### config.mk
export PLATFORM = sky130hd
export DESIGN_NAME = rv_voter_scheduler
export DESIGN_NICKNAME = d
export VERILOG_FILES = /design/src/rtl/rv_voter_scheduler.sv
export SDC_FILE = /design/constraint.sdc
export NUM_CORES = 1
export LEC_CHECK = 0
export BUFFER_PORTS_ARGS = -buffer_cell sky130_fd_sc_hd__buf_2
export CAP_MARGIN = 20
export CORE_ASPECT_RATIO = 0.6
export CORE_MARGIN = 2
export CORE_UTILIZATION = 38
export CTS_CLUSTER_SIZE = 8
export DETAILED_ROUTE_END_ITERATION = 16
export PLACE_DENSITY = 0.67
export REMOVE_ABC_BUFFERS = 1
export SLEW_MARGIN = 40
export SYNTH_ARGS = -nofsm -noshare
export SYNTH_HDL_FRONTEND = slang
export SYNTH_SLANG_ARGS = --single-unit
### constraint.sdc
create_clock -name clk -period 2.9 [get_ports clk]
set_input_delay 0.29 -clock clk [delete_from_list [all_inputs] [get_ports clk]]
set_output_delay 0.29 -clock clk [all_outputs]
set_load 0.05 [all_outputs]
### src/rtl/rv_voter_scheduler.sv
// Round-robin scheduler time-sharing one RootVoter cell between NUM_REQ requesters.
// Checks cfg legality, runs the vote under a watchdog, captures status and releases the cell.
module rv_voter_scheduler #(
  parameter int NUM_REQ      = 4,
  parameter int CFG_WIDTH    = 64,
  parameter int MAX_DATASETS = 9,
  parameter int WDOG_CYCLES  = 65536
) (
  input  logic                         clk,
  input  logic                         reset,
  input  logic [NUM_REQ-1:0]           req,
  input  logic [NUM_REQ*CFG_WIDTH-1:0] req_cfg,
  output logic [NUM_REQ-1:0]           grant,
  output logic [NUM_REQ-1:0]           done,
  output logic [NUM_REQ-1:0]           err,
  output logic [39:0]                  result,
  output logic                         busy,
  output logic [CFG_WIDTH-1:0]         rvc_cfg,
  output logic                         rvc_reset,
  input  logic [39:0]                  rvc_status,
  input  logic [4:0]                   rvc_state
);

  localparam int          IW    = (NUM_REQ > 1) ? $clog2(NUM_REQ) : 1;
  localparam int          WW    = $clog2(WDOG_CYCLES + 1);
  localparam int unsigned NR    = NUM_REQ;
  localparam logic [3:0]  MAX_U = 4'(MAX_DATASETS);

  typedef enum logic [2:0] {IDLE, CHECK, RUN, CAPTURE, ABORT, RELEASE} state_t;

  state_t                 state, state_d;
  logic [IW-1:0]          idx_q, idx_d, rr_ptr, rr_d, win;
  logic [CFG_WIDTH-1:0]   cfg_l, cfg_d, rvc_cfg_d;
  logic [WW-1:0]          wdog, wdog_d;
  logic [NUM_REQ-1:0]     grant_d, done_d, err_d;
  logic [39:0]            result_d;
  logic                   busy_d, rvc_reset_d, found, legal;
  logic [CFG_WIDTH-1:0]   cfg_arr [NUM_REQ];
  int unsigned            pos;
  logic                   unused_state_bits;

  assign unused_state_bits = ^rvc_state[4:1];

  always_comb begin
    for (int unsigned i = 0; i < NR; i++) begin
      cfg_arr[i] = req_cfg[i*CFG_WIDTH +: CFG_WIDTH];
    end
  end

  // First requesting index at or after rr_ptr, wrapping modulo NUM_REQ.
  always_comb begin
    found = 1'b0;
    win   = '0;
    pos   = 0;
    for (int unsigned off = 0; off < NR; off++) begin
      pos = 32'(rr_ptr) + off;
      if (pos >= NR) pos = pos - NR;
      if (!found && req[IW'(pos)]) begin
        found = 1'b1;
        win   = IW'(pos);
      end
    end
  end

  assign legal = (cfg_l[3:0] >= 4'd2) && (cfg_l[3:0] <= MAX_U) && (cfg_l[7:4] <= cfg_l[3:0]);

  always_comb begin
    state_d     = state;
    idx_d       = idx_q;
    rr_d        = rr_ptr;
    cfg_d       = cfg_l;
    wdog_d      = wdog;
    grant_d     = grant;
    done_d      = '0;
    err_d       = '0;
    result_d    = result;
    rvc_cfg_d   = rvc_cfg;
    rvc_reset_d = 1'b0;
    case (state)
      IDLE: begin
        rvc_cfg_d = '0;
        if (found) begin
          idx_d        = win;
          cfg_d        = cfg_arr[win];
          grant_d      = '0;
          grant_d[win] = 1'b1;
          state_d      = CHECK;
        end
      end
      CHECK: begin
        if (legal) begin
          rvc_cfg_d = cfg_l;
          wdog_d    = WW'(WDOG_CYCLES);
          state_d   = RUN;
        end else begin
          done_d[idx_q] = 1'b1;
          err_d[idx_q]  = 1'b1;
          result_d      = '0;
          grant_d       = '0;
          state_d       = RELEASE;
        end
      end
      RUN: begin
        rvc_cfg_d = cfg_l;
        wdog_d    = wdog - WW'(1);
        if (rvc_status[0]) begin
          state_d = CAPTURE;
        end else if (wdog == WW'(1)) begin
          // Cell reset is raised on entry so it is visible for the whole ABORT cycle.
          rvc_reset_d = 1'b1;
          state_d     = ABORT;
        end
      end
      CAPTURE: begin
        result_d      = rvc_status;
        done_d[idx_q] = 1'b1;
        grant_d       = '0;
        rvc_cfg_d     = '0;
        state_d       = RELEASE;
      end
      ABORT: begin
        rvc_cfg_d     = '0;
        result_d      = '0;
        done_d[idx_q] = 1'b1;
        err_d[idx_q]  = 1'b1;
        grant_d       = '0;
        state_d       = RELEASE;
      end
      RELEASE: begin
        rvc_cfg_d = '0;
        if (rvc_state[0]) begin
          rr_d    = (idx_q == IW'(NUM_REQ - 1)) ? '0 : idx_q + IW'(1);
          state_d = IDLE;
        end
      end
      default: state_d = IDLE;
    endcase
    busy_d = (state_d != IDLE);
  end

  always_ff @(posedge clk) begin
    if (reset) begin
      state     <= IDLE;
      idx_q     <= '0;
      rr_ptr    <= '0;
      cfg_l     <= '0;
      wdog      <= '0;
      grant     <= '0;
      done      <= '0;
      err       <= '0;
      result    <= '0;
      busy      <= 1'b0;
      rvc_cfg   <= '0;
      rvc_reset <= 1'b0;
    end else begin
      state     <= state_d;
      idx_q     <= idx_d;
      rr_ptr    <= rr_d;
      cfg_l     <= cfg_d;
      wdog      <= wdog_d;
      grant     <= grant_d;
      done      <= done_d;
      err       <= err_d;
      result    <= result_d;
      busy      <= busy_d;
      rvc_cfg   <= rvc_cfg_d;
      rvc_reset <= rvc_reset_d;
    end
  end

endmodule
# Word-level counts from Yosys, hierarchy flattened
# Cells that the tools add are included.
[word_totals] in_bits=307 out_inout_bits=118 word_cells=121 ff_bits=206
[classes] muxes=47 n_eq_ne=10 add_sub_neg=9 n_reduce_logical=25 bitwise_logic=2 n_lt_le_gt_ge=16
[op_table] cell="64-bit 2-to-1 mux" n=3
[op_table] cell="64-bit case mux with 3 select lines" n=1
[op_table] cell="64-bit binary-select mux with 2-bit select" n=1
[op_table] cell="40-bit case mux with 3 select lines" n=1
[op_table] cell="40-bit 2-to-1 mux" n=1
[op_table] cell="17-bit case mux with 2 select lines" n=1
[op_table] cell="2-bit by 3-bit < comparator with 1-bit output (second input constant)" n=6
[op_table] cell="2-bit 2-to-1 mux" n=9
[op_table] cell="17-bit by 1-bit equality test with 1-bit output (second input constant)" n=1
[op_table] cell="17-bit 2-to-1 mux" n=1
[op_table] cell="17-bit by 1-bit subtractor with 17-bit output (second input constant)" n=1
[op_table] cell="4-bit case mux with 2 select lines" n=2
[op_table] cell="3-bit 2-to-1 mux" n=5
[op_table] cell="3-bit case mux with 5 select lines" n=1
[op_table] cell="3-bit >= comparator (second input constant)" n=4
[op_table] cell="4-bit 2-to-1 mux" n=3
[op_table] cell="4-bit case mux with 3 select lines" n=1
[op_table] cell="3-bit nonzero test" n=4
[op_table] cell="1-bit 2-to-1 mux" n=11
[op_table] cell="2-bit AND reduction" n=5
[op_table] cell="1-bit binary-select mux with 2-bit select" n=4
[op_table] cell="2-bit by 1-bit subtractor with 2-bit output (second input constant)" n=4
[op_table] cell="1-bit logical AND" n=7
[op_table] cell="2-bit by 2-bit adder with 3-bit output (second input constant)" n=2
[op_table] cell="22 further kinds" n=30

# Logic depth before layout (Yosys ltp)
# Gate-level depths: netlist of the first run.
[logic_depth] word_depth=20 mapped_depth=11 ltp_nobuf=8

# Least setup slack after synthesis of the first run
# OpenSTA, ideal clock, no wires.
[synth_timing] path_kind="flip-flop to flip-flop" startpoint="register cfg_l[1]" endpoint="register wdog[15]" required_time_ps=2766 arrival_time_ps=1995 path_stages_with_launch=11 path_slack_ps=772 n_path_buf=2 setup_ps=134 synth_period_minus_slack_ps=2128 cell_sequence="dfxtp_1 > inv_1 > ha_1 > nor2b_1 > o211ai_1 > a21oi_1 > or3_1 > clkbuf_1 > buf_2 > o211ai_1 > a21oi_1"
[synth_between] elab_chain_cells=5 elab_cells_between_ends=7 classes_between="order compare: 3; eq/ne: 1; reduce/logical: 3"
[synth_rtl] element="start: declaration" line="33" text="logic [CFG_WIDTH-1:0] cfg_l, cfg_d, rvc_cfg_d;"
[synth_rtl] element="start signal: assignment" line="159" text="cfg_l <= cfg_d;"
[synth_rtl] element="4-bit by 2-bit >= comparator with 1-bit output / 4-bit less-or-equal comparator (equally long branches)" line="65" text="assign legal = (cfg_l[3:0] >= 4'd2) && (cfg_l[3:0] <= MAX_U) && (cfg_l[7:4] <= cfg_l[3:0]);"
[synth_rtl] element="1-bit logical AND" line="65"
[synth_rtl] element="1-bit logical AND *" line="65"
[synth_rtl] element="2-bit != test (no source line) *"
[synth_rtl] element="2-bit AND reduction (no source line) *"
[synth_rtl] element="end signal: assignment" line="160" text="wdog <= wdog_d;"
[synth_rtl] element="end: declaration" line="34" text="logic [WW-1:0] wdog, wdog_d;"
# Mark *: on every way between the ends. The rest lies on a longest branch, timed or not.
# A chain may end at the register's enable or synchronous reset.

# Worst setup path in the final report of the first run
[layout_timing] startpoint="register state[2]" endpoint="register cfg_l[21]"
[layout_between] elab_chain_cells=2
[layout_rtl] element="start: declaration" line="31" text="state_t state, state_d;"
[layout_rtl] element="start signal: assignment" line="156" text="state <= state_d;"
[layout_rtl] element="3-bit logical NOT" line="79" text="case (state)"
[layout_rtl] element="2-bit AND reduction (no source line)"
# No other way between the ends.

==> out/qor.yml, run 1 <==
status: "finished clean"
antenna_left: 0
dr.pass1.iters: 5
syn_area_mm2: 0.009507
hold_viol: 0
start_kind: "register"
track_usage: 0.2542
yosys-top-cells-area: "dfxtp_1 43%, nand2_1 10%, a311o_1 6.3%"
drv_slew: 0
row_count: 44
vias: 10820
synth_top_flop_cell: "dfxtp_1"
globalplace.congestion: 0.8252
fin_crit_ps: 2814
peakVddDrop_mv: 0.8021
fill_cells: 2214
die_area_mm2: 0.02634
cts_tree: "built"
fmax_mhz: 355.4
clk_latency_ps: 540
cts_made_buffers: 29
power_leakage_uw: 0.006306
ys.warnings.count: 0
start_util: 0.3898
detail_route.vias_per_cell: 5.294
clkSlewWorstSetupHoldPaths_ps: 50
cts_htree_levels: 1
synth_edf_count: 0
clockBufferDepth: 3
rr_worst_depth: 6
power_density_mw_per_mm2: 903.7
cts-root-buf: "clkbuf_16"
die_w_um: 208.2
path_max_fanout: 58
synth_cell_type_count: 53
pin_count: 425
yosysMostFrequentCell: "nand2_1"
synth_commonest_cells: "263 x nand2_1, 206 x dfxtp_1, 125 x nor2_1"
fin_cells: 2043
min_path_type: "in2reg"
design_area_mm2: 0.01409
dpl.hpwl_um: 23260
finalClockSkew_ps: 12.85
clock_sinks: 206
grt_max_degree: 129
crit_path_end_kind: "register"
crit_type: "reg2reg"
antenna_found_initial: 1
worst_pin_slew_ps: 553.3
ys_seq_elements: 206
synth_cells: 1214
totalWireLength_um: 35190
cp.required_ps: 3330
grt_pass1_wl_um: 54660
ys_async_sr_fraction: 0
ys_seq_area_frac: 0.4338
synth_top_cell_by_area: "dfxtp_1"
wire_per_inst_um: 17.22
portBuffers: 420
drv_cap: 0
placed_cell_area_mm2: 0.01194
area_growth_pct: 48.18
drc: 0
synth_top_area_share: 0.4338
drtIter0Drc: 707
coreArea_mm2: 0.02439
dpl.cell_count: 1874
grt_pass1_vias: 10500
timing.final.crit_share: 0.9702
nets: 2037
grt-ovfl-total: 0
drive_gt1_frac: 0.2930
relSlewSlack: 0.6283
finalSetupViolations: 0
rsz0062_at_grt: "no"
cp_data_arrival_time_ps: 3240
min_path_cells: 3
die_h_um: 126.5
synth.avg_cell_area_um2: 7.831
layer usage:
layer / routed length (µm) / global-route usage / up-vias
met5: 0 / 0 / -
met4: 1047 / 0.07956 / 0
li1: - / - / 5268
met3: 2273 / 0.05348 / 79
met1: 15740 / 0.3264 / 5029
met2: 16130 / 0.4309 / 439
where the power goes:
group	leakage [µW]	switching, µW	internal, µW	total (µW)
logic	0.00425	3610	2110	5730
clock network	0.000374	1180	1780	2960
registers	0.00168	498	3550	4050
layout by cell type (no fill, tap or decap), drive strengths merged, types with 2 or more instances in the layout:
| cell type | n |
|---|---|
| o22ai | 2 |
| nand2 | 263 |
| o21ai | 70 |
| or3 | 10 |
| nand2b | 72 |
| a31oi | 66 |
| buf | 449 |
| dfxtp | 206 |
| o311ai | 2 |
| a22oi | 40 |
| clkbuf | 30 |
| and4 | 3 |
| mux2i | 6 |
| dlygate4sd3 | 131 |
| a221o | 4 |
| a21oi | 27 |
| a311o | 60 |
| a22o | 4 |
| nand3 | 76 |
| nor3 | 9 |
| or2 | 7 |
| a211oi | 2 |
| inv | 12 |
| ha | 10 |
| nand4 | 2 |
| or4 | 8 |
| o21a | 2 |
| nor2 | 127 |
| o211ai | 5 |
| nor4 | 4 |
worst paths after layout:
path | from | slack (ps) | endpoint
max | state[2] | 90 | cfg_l[21]
min | rvc_status[27] | 10 | result[27]
max reg2reg | state[2] | 90 | cfg_l[21]
min reg2reg | rvc_cfg[13] | 470 | rvc_cfg[13]
flip-flops by register name, summed over array words and instances, names as in the netlist:
| signal | flops |
|---|---|
| cfg_l | 64 |
| rvc_cfg | 64 |
| result | 40 |
| wdog | 17 |
| done | 4 |
| err | 4 |
| grant | 4 |
| state | 3 |
| idx_q | 2 |
| rr_ptr | 2 |
| busy | 1 |
| rvc_reset | 1 |
per-stage QoR:
stage | hold slack, ps | utilization | setup TNS, ps | power (µW) | worst slack, ps
final | 12.36 | 0.5776 | 0 | 12730 | 86.28
after global routing | 10.61 | 0.5775 | 0 | 13520 | 21.90
after CTS | 1.167 | 0.5743 | 0 | 12750 | 71.11
after detailed placement | 457.6 | 0.4894 | 0 | 9319 | 482.6
after global placement | 453.9 | 0.4894 | 0 | 9251 | 562.7
after floorplan | 352.4 | - | -312850 | 7270 | -2548
worst max-delay path, cell delays in order, from the launching register on:
cell and delay [ps]:
dfxtp_1 460, or4_1 820, nor2_4 230, buf_12 290, a311o_1 240, a31oi_1 40, dlygate4sd3_1 570
kinds of logic (layout without fill, tap and decap cells):
| kind of cell | Yosys count | after routing | share of synthesized area |
|---|---|---|---|
| adder cells (fa/ha/maj) | 10 | 10 | 0.01316 |
| multiplexers | 6 | 6 | 0.006318 |
| buffers and inverters | 117 | 622 | 0.05370 |
| AO/OA/AOI/OAI | 289 | 289 | 0.2122 |
| XOR/XNOR | 1 | 1 | 0.0009215 |
| other | 0 | 1 | 0 |
| AND/OR/NAND/NOR | 585 | 586 | 0.2799 |
| flip-flops | 206 | 206 | 0.4338 |
area by class of cell:
type | instances | area [µm²] | share of cell area
inverters | 11 | 41.29 | 0.002931
repair buffers | 580 | 3825 | 0.2715
clock buffers | 30 | 739.5 | 0.05249
multi-input cells | 892 | 4932 | 0.3501
well taps | 322 | 402.9 | 0.02860
diodes | 1 | 2.502 | 0.0001776
clock inverters | 1 | 20.02 | 0.001421
flip-flops and latches | 206 | 4124 | 0.2927
what timing repair did:
item / in CTS / in global routing
buffers inserted: 0 / 5
hold buffers: 131 / 0
endpoints found under the setup margin: 0 / 42
gates resized for setup: 0 / 3
endpoints found under the hold margin: 89 / 0
Note: power is estimated with default switching activity, not from simulation.
==> run 2: changes to the inputs <==
Settings changed: CORE_ASPECT_RATIO 0.6 to 0.7.
==> out/qor.yml, run 2 (synthesis gave the netlist of run 1 again) <==
status: "finished clean"
die_h_um: 136.3  # +7.8%
drc: 0  # unchanged
grt-ovfl-total: 0  # unchanged
p_clk_frac: 0.240  # +0.008
path_max_fanout: 76  # +31%
crit_path_end_kind: "register"
start_kind: "register"
power_leakage_uw: 0.005713  # -9.4%
cp.required_ps: 3370  # +40 ps
grt_pass1_vias: 9178  # -13%
p_comb_frac: 0.427  # -0.023
fin_crit_ps: 2771  # -42.78 ps
peakVddDrop_mv: 0.5315  # -34%
cp_data_arrival_time_ps: 3240  # about the same
coreArea_mm2: 0.02462  # +0.96%
drv_cap: 0  # unchanged
drv_slew: 0  # unchanged
fmax_mhz: 360.9  # +1.5%
min_path_type: "in2reg"
reg2reg_slack_ps: 130  # +40 ps
largest_registers: "cfg_l (64), rvc_cfg (64), result (40)"
start_util: 0.3861  # -0.003724
mostFrequentLayoutCells: "419 x buf_2, 263 x nand2_1, 206 x dfxtp_1"
clkSlewWorstSetupHoldPaths_ps: 50  # about the same
fill_cells: 2407  # +8.7%
worst_pin_slew_ps: 828.6  # +275.4 ps
cts_made_buffers: 29  # unchanged
die_area_mm2: 0.02632  # about the same
r2r-end: "cfg_l[19]"
antenna_found_initial: 12  # +11
vias: 10120  # -6.4%
die_w_um: 193.1  # -7.3%
timing.final.crit_share: 0.9555  # -0.01475
cts_tree: "built"
regArea_mm2: 0.004124  # unchanged
min-delay-start: "req_cfg[138]"
cts-root-buf: "clkbuf_16"
rr_worst_depth: 8  # +2
finalSetupViolations: 0  # unchanged
antenna_left: 0  # unchanged
detail_route.vias_per_cell: 5.233  # -1.1%
final_common_cell: "buf_2"
row_count: 48  # +9.1%
rr_startpoint: "rr_ptr[1]"
seq_power_share: 0.333  # +0.015
switching_share: 0.4195  # +0.003940
clk_latency_ps: 530  # about the same
dr.pass1.iters: 5  # unchanged
worst_slack_ps: 129.1  # +42.78 ps
grt_max_degree: 97  # -25%
clock_sinks: 206  # unchanged
globalplace.congestion: 0.8127  # -1.5%
crit_type: "reg2reg"
totalWireLength_um: 32300  # -8.2%
dpl.hpwl_um: 22250  # -4.4%
multiInputGateArea_mm2: 0.004932  # unchanged
rsz0062_at_grt: "yes"
p_int_uw: 6971  # -6.3%
cts_htree_levels: 1  # unchanged
track_usage: 0.2275  # -0.02667
drive_gt1_frac: 0.3125  # +0.01952
fin_util: 0.5206  # -0.05704
whs_endpoint: "cfg_l[10]"
nets: 1921  # -5.7%
finalClockSkew_ps: 9.849  # -3.003 ps
power_density_mw_per_mm2: 936.9  # +3.7%
portBuffers: 420  # unchanged
min_path_cells: 3  # unchanged
area_growth_pct: 34.84
hold_viol: 0  # unchanged
pre_cts_ws_ps: 455.8  # -26.77 ps
power_switching_uw: 5038  # -4.8%
clockBufferDepth: 3  # unchanged
relSlewSlack: 0.4476  # -0.1807
pin_count: 425  # unchanged
grt_pass1_wl_um: 47940  # -12%
drtIter0Drc: 481  # -32%
wire_per_inst_um: 16.70  # -3.0%
## run 2: how the worst max path moves through the flow
stage,from,end,slack [ps],depth (start not counted)
after CTS,rr_ptr[1],cfg_l[19],80,8
after global placement,cfg_l[1],wdog[1],520,9
after detailed placement,cfg_l[1],wdog[10],460,9
after global routing,rr_ptr[1],cfg_l[19],4,8
after floorplan,cfg_l[1],rvc_cfg[0],-2550,7
final,rr_ptr[1],cfg_l[19],130,8
## run 2: per-stage QoR
| stage | std cells | setup TNS, ps | instance area, µm² | hold slack (ps) | power, µW |
|---|---|---|---|---|---|
| 2_1_floorplan | 1108 | -312850 | 9037 | 352.4 | 7270 |
| 3_3_place_gp | 1874 | 0 | 11830 | 455.2 | 9011 |
| 3_5_place_dp | 1874 | 0 | 11830 | 459.7 | 9085 |
| 4_1_cts | 1921 | 0 | 12740 | 0.1432 | 12070 |
| 5_1_grt | 1933 | 0 | 12820 | 14.28 | 12770 |
| 6_report | 1934 | 0 | 12820 | 17.23 | 12010 |
## run 2: critical path, cell delays in order, from the launching register on
cell           delay (ps)
dfxtp_1               360
nand2b_1              180
a21oi_2               330
or3_4                 340
buf_12                320
nand2_1                90
a311o_1               320
a31oi_1               140
dlygate4sd3_1         550
## run 2: area by class of cell
type / count / share of cell area
diodes: 6 / 0.001171
clock buffers: 30 / 0.05769
inverters: 11 / 0.003221
multi-input cells: 892 / 0.3848
flip-flops and latches: 206 / 0.3217
well taps: 325 / 0.03172
repair buffers: 464 / 0.1997
## run 2: layer usage
metal	track usage	wire [µm]	up-vias
met1	0.2875	13450	4626
met4	0.07071	799	12
li1	-	-	5040
met3	0.05601	2598	60
met5	0	79	-
met2	0.3821	15370	383
## run 2: what timing repair did
action | CTS | global route
setup buffers | 0 | 6
hold buffers | 17 | 0
resized for setup | 0 | 4
hold endpoints to repair | 12 | 0
endpoints found under the setup margin | 0 | 2
## run 2: power by group through the flow
| stage | clock (µW) | sequential, µW | combinational, µW |
|---|---|---|---|
| floorplan | 0 | 4710 | 2560 |
| global placement | 0 | 4030 | 4990 |
| detailed placement | 0 | 4050 | 5040 |
| CTS | 2960 | 4000 | 5110 |
| global route | 3060 | 4090 | 5620 |
| finish | 2880 | 4000 | 5120 |
